<file path="config.mk">
export PLATFORM = sky130hd
export DESIGN_NAME = pipe_hazard_ctrl
export DESIGN_NICKNAME = d
export VERILOG_FILES = /design/src/rtl/pipe_hazard_ctrl.sv
export SDC_FILE = /design/constraint.sdc
export NUM_CORES = 1
export LEC_CHECK = 0
export CORE_AREA = 3 3 74 76
export CTS_CLUSTER_DIAMETER = 80
export DETAILED_ROUTE_END_ITERATION = 12
export DIE_AREA = 0 0 77 79
export PLACE_DENSITY = 0.73
export RECOVER_POWER = 50
export SYNTH_ARGS = -nofsm -noshare
export SYNTH_HDL_FRONTEND = slang
export SYNTH_SLANG_ARGS = --single-unit
</file>
<file path="constraint.sdc">
create_clock -name clk -period 2.2 [get_ports clk]
set_input_delay 0.33 -clock clk [delete_from_list [all_inputs] [get_ports clk]]
set_output_delay 0.33 -clock clk [all_outputs]
set_load 0.02 [all_outputs]
</file>
<file path="src/rtl/pipe_hazard_ctrl.sv">
// pipe_hazard_ctrl: stall/flush sequencer for a 5-stage pipe (load-use, redirect, dmem wait, timeout error)
module pipe_hazard_ctrl #(
   parameter int TIMEOUT = 16,
   parameter int CNT_W   = 16
) (
   input  logic             clk,
   input  logic             rst_n,
   input  logic [4:0]       id_rs1,
   input  logic [4:0]       id_rs2,
   input  logic             id_use_rs1,
   input  logic             id_use_rs2,
   input  logic [4:0]       ex_rd,
   input  logic             ex_memread,
   input  logic             ex_redirect,
   input  logic             dmem_req,
   input  logic             dmem_ready,
   input  logic             err_clr,
   output logic             pc_en,
   output logic             ifid_en,
   output logic             ifid_flush,
   output logic             idex_en,
   output logic             idex_flush,
   output logic             exmem_en,
   output logic             memwb_en,
   output logic             memwb_flush,
   output logic             ctrl_err,
   output logic [CNT_W-1:0] stall_cnt,
   output logic [CNT_W-1:0] flush_cnt
);
   localparam int WW = (TIMEOUT > 2) ? $clog2(TIMEOUT) : 1;
   localparam logic [WW-1:0] LIM = WW'(TIMEOUT - 2);
   typedef enum logic [1:0] {RUN, MEM_WAIT, ERR} state_t;
   state_t           state_q, state_d;
   logic [WW-1:0]    wait_cnt_q, wait_cnt_d;
   logic [CNT_W-1:0] stall_cnt_q, stall_cnt_d, flush_cnt_q, flush_cnt_d;
   logic             hazard, in_err, mem_stall, redir, lu;
   // Hazard priority (ERR > memory stall > redirect > load-use), pipe controls and next state
   always_comb begin
      hazard      = ex_memread && ex_rd != 5'd0 &&
                    ((id_use_rs1 && id_rs1 == ex_rd) || (id_use_rs2 && id_rs2 == ex_rd));
      in_err      = state_q == ERR;
      mem_stall   = !in_err && !dmem_ready && (state_q == MEM_WAIT || dmem_req);
      redir       = !in_err && !mem_stall && ex_redirect;
      lu          = !in_err && !mem_stall && !ex_redirect && hazard;
      pc_en       = rst_n && !in_err && !mem_stall && !lu;
      ifid_en     = pc_en;
      idex_en     = rst_n && !in_err && !mem_stall;
      exmem_en    = idex_en;
      memwb_en    = rst_n && !in_err;
      ifid_flush  = rst_n && redir;
      idex_flush  = rst_n && (redir || lu);
      memwb_flush = rst_n && mem_stall;
      ctrl_err    = in_err;
      state_d     = in_err ? (err_clr ? RUN : ERR) :
                    mem_stall ? ((state_q == MEM_WAIT && wait_cnt_q == LIM) ? ERR : MEM_WAIT) : RUN;
      wait_cnt_d  = (state_q == MEM_WAIT && mem_stall) ? wait_cnt_q + 1'b1 : '0;
      stall_cnt_d = (!pc_en && stall_cnt_q != '1) ? stall_cnt_q + 1'b1 : stall_cnt_q;
      flush_cnt_d = (redir && flush_cnt_q != '1) ? flush_cnt_q + 1'b1 : flush_cnt_q;
   end
   // State, watchdog and saturating performance counters
   always_ff @(posedge clk or negedge rst_n) begin
      if (!rst_n) begin
         state_q     <= RUN;
         wait_cnt_q  <= '0;
         stall_cnt_q <= '0;
         flush_cnt_q <= '0;
      end else begin
         state_q     <= state_d;
         wait_cnt_q  <= wait_cnt_d;
         stall_cnt_q <= stall_cnt_d;
         flush_cnt_q <= flush_cnt_d;
      end
   end
   assign stall_cnt = stall_cnt_q;
   assign flush_cnt = flush_cnt_q;
endmodule

</file>
==> out/summary.txt, run 1 <==
clock root buffer = clkbuf_8
DR DRC count = 0
crit-path cells = dlygate4sd2_1 -> or4_4 -> nor2_1 -> and4bb_2 -> a31o_2 -> buf_6
HP Class = primary input to asynchronous set/reset pin
pre-CTS setup slack = -0.655 ns
Crit-path slowest cell = or4_4
Comb pwr share = 38.7%
largest net degree at the start of global routing = 22
Via density = 4.94
I/O pin count = 65
Yosys reg bits = 38
Final Setup Violations = 0
WP data required = 1.87 ns
initial antenna violation count = 0
Synth Warn # = 0
Core Rows = 25
Pwr Total = 2.66 mW
RSZ-0062 raised after global routing = yes
H-tree depth = 2
routed wire length per instance = 13.9 um
Port Buf Inserts = 64
total routed wirelength = 4.87 mm
GRT overflow = 0
slew margin rel. = 24.6%
Layout Area Growth over Synthesis = 53.1%
EDFF count, synth = 0
synthesized area per cell = 10.9 um2
Main synth FF type = dfrtp_1
CTS tree = done
Inst Count DP = 340
family with the most delay on the worst path = simple AND/OR/NAND/NOR gates
DRT iter0 DRCs = 55
drt pass-1 iters = 2
Starting Density = 42.7%
Layout Cells excl Fill = 350
GRT Util Overall = 17.0%
HPWL after DPL = 3.63 mm
Clock Power Share = 21.7%
DRT antenna net count = 0
Area contributors post-synth = dfrtp_1 47%, xor2_1 11%, xnor2_1 7.3%, nand4_1 3.1%, nor4_2 3.1%
Cell Pwr Density = 850 mW/mm2
Worst setup SP type = primary input
global-route wire length before repair = 8.25 mm
die area = 0.00608 mm2
Core ar. = 0.00479 mm2
Layout Nets = 310
Clk Latency, worst-skew pair = 0.29 ns
sequential share of power = 39.6%
setup ws final = 0.00280 ns
CP max FO = 2
Synth area leader = dfrtp_1
Final period util = 99.9%
Core Util, Final = 65.3%
ANT cells = 0
Syn Inst Count = 187
final RePlAce weighted congestion = 0.787
status = finished clean
design area = 0.00313 mm2
slew at the pin closest to its max-slew limit = 1.13 ns
Inserted Clock Buffers = 5
top-area cell type share of the netlist area = 46.6%
DR vias = 1730
crit end category = output port
Final Hold Fails = 0
Post-Place Cell Area = 0.00294 mm2
P_leak = 1.32 nW
die height = 79 um
sequential area share after synthesis = 46.6%
Critical path buffers and inverters = 2
layout cells sized above 1 = 21.9%
Setup CP Type = primary input to output port
most common cell in the netlist = dfrtp_1
Slew Viols, Final = 0
Worst Skew = 0.00539 ns
Final min period = 2.20 ns
Max Fclk = 455 MHz
Internal Power = 1.72 mW
maximum VDD drop = 0.723 mV
Psw = 0.939 mW
CP max stage delay = 0.53 ns
async set-reset flop share out of synthesis = 100%
vias in the first global route = 1689
Clock Sink Count = 38
WP depth = 6
syn_nets = 215
switching portion of total power = 35.3%
worst reg-to-reg path cell count = 8
Setup Total Neg Slack = 0 ns
clk buf depth = 2
Reg clk slew, reported paths = 0.07 ns
critical path arrival = 1.87 ns
Max-cap violations = 0
post-synth cell types = 37
Syn Std Cell Area = 0.00204 mm2
Commonest cells post-synth = 38 x dfrtp_1, 25 x xor2_1, 17 x xnor2_1
worst hold margin = 0.423 ns
Die W = 77 um
## sequential cells by signal, summed over array words and instances, names as in the netlist
name	count
state_q	2
wait_cnt_q	4
flush_cnt	16
stall_cnt	16
## cells by family after synthesis
group	Yosys count	share of synthesized area [%]
simple gates	82	25.7
xor+xnor	42	18.0
flops	38	46.6
buf+inv	11	2.88
compound gates	8	3.31
fa+ha+maj	4	2.45
mux	2	1.10
## cell usage in the layout, fill, tap and decap left out, drive strengths merged, types with 4 or more instances in the layout
cell type	n
nor4	9
clkbuf	13
buf	31
dlygate4sd2	5
and3	5
nor3	6
nand2b	4
clkdlybuf4s50	50
xnor2	17
xor2	25
nor2	10
nand2	12
dfrtp	38
ha	4
nor4b	5
nand3	9
inv	5
nand4	10
## layout make-up
class                           instances  area, um2
Clock buffer                            7       76.3
Clock inverter                          1       30.0
Fill cell                             382       1660
Inverter                                5       18.8
Multi-Input combinational cell        138       1130
Sequential cell                        38        951
Tap cell                               67       83.8
Timing Repair Buffer                   94        832
## worst register-to-register path, delay by kind of cell (launching register included)
family                 cells  cell delay, ns
and+or+nand+nor            4            0.86
DFF                        1            0.39
muxes                      1            0.34
buffers and inverters      2            0.32
AOI/OAI and AO/OA          1            0.15
## per-layer routing
layer,wire length (um),up-vias,global-route usage (%)
met4,61,0,5.34
met1,2210,835,21.9
met2,2340,42,27.8
li1,-,848,-
met5,0,-,0
met3,260,5,4.76
## power by group through the flow
stage	clock [mW]	combinational, mW	sequential, mW
4_1_cts	0.590	1.01	1.05
3_3_place_gp	0	0.983	1.05
3_5_place_dp	0	1.00	1.06
6_report	0.576	1.03	1.05
2_1_floorplan	0	0.313	1.22
5_1_grt	0.619	1.11	1.08
## path summary, 6_finish.rpt
path	startpoint	end	slack [ns]
hold reg to reg	stall_cnt[9]	stall_cnt[9]	0.48
max in group asynchronous	rst_n	stall_cnt[2]	0.48
setup reg to reg	state_q[1]	stall_cnt[1]	0.04
min in group clk	dmem_ready	state_q[0]	0.46
setup / recovery	ex_rd[1]	idex_flush	0.003
hold / removal	rst_n	flush_cnt[3]	0.42
## repair_timing
action                                  in CTS  in global routing
hold buffers                                 1                  0
gates resized for setup                     40                 14
pin swaps                                    4                  9
endpoints found under the setup margin      22                 17
hold endpoints to repair                     1                  0
buffers inserted                             1                  0
Note: power is estimated with default switching activity, not from simulation.
==> run 2: changes to the inputs <==
- CAP_MARGIN: not set -> 20
==> results of run 2 <==
Same layout as run 1: the final DEF is identical, and so are final timing and power.
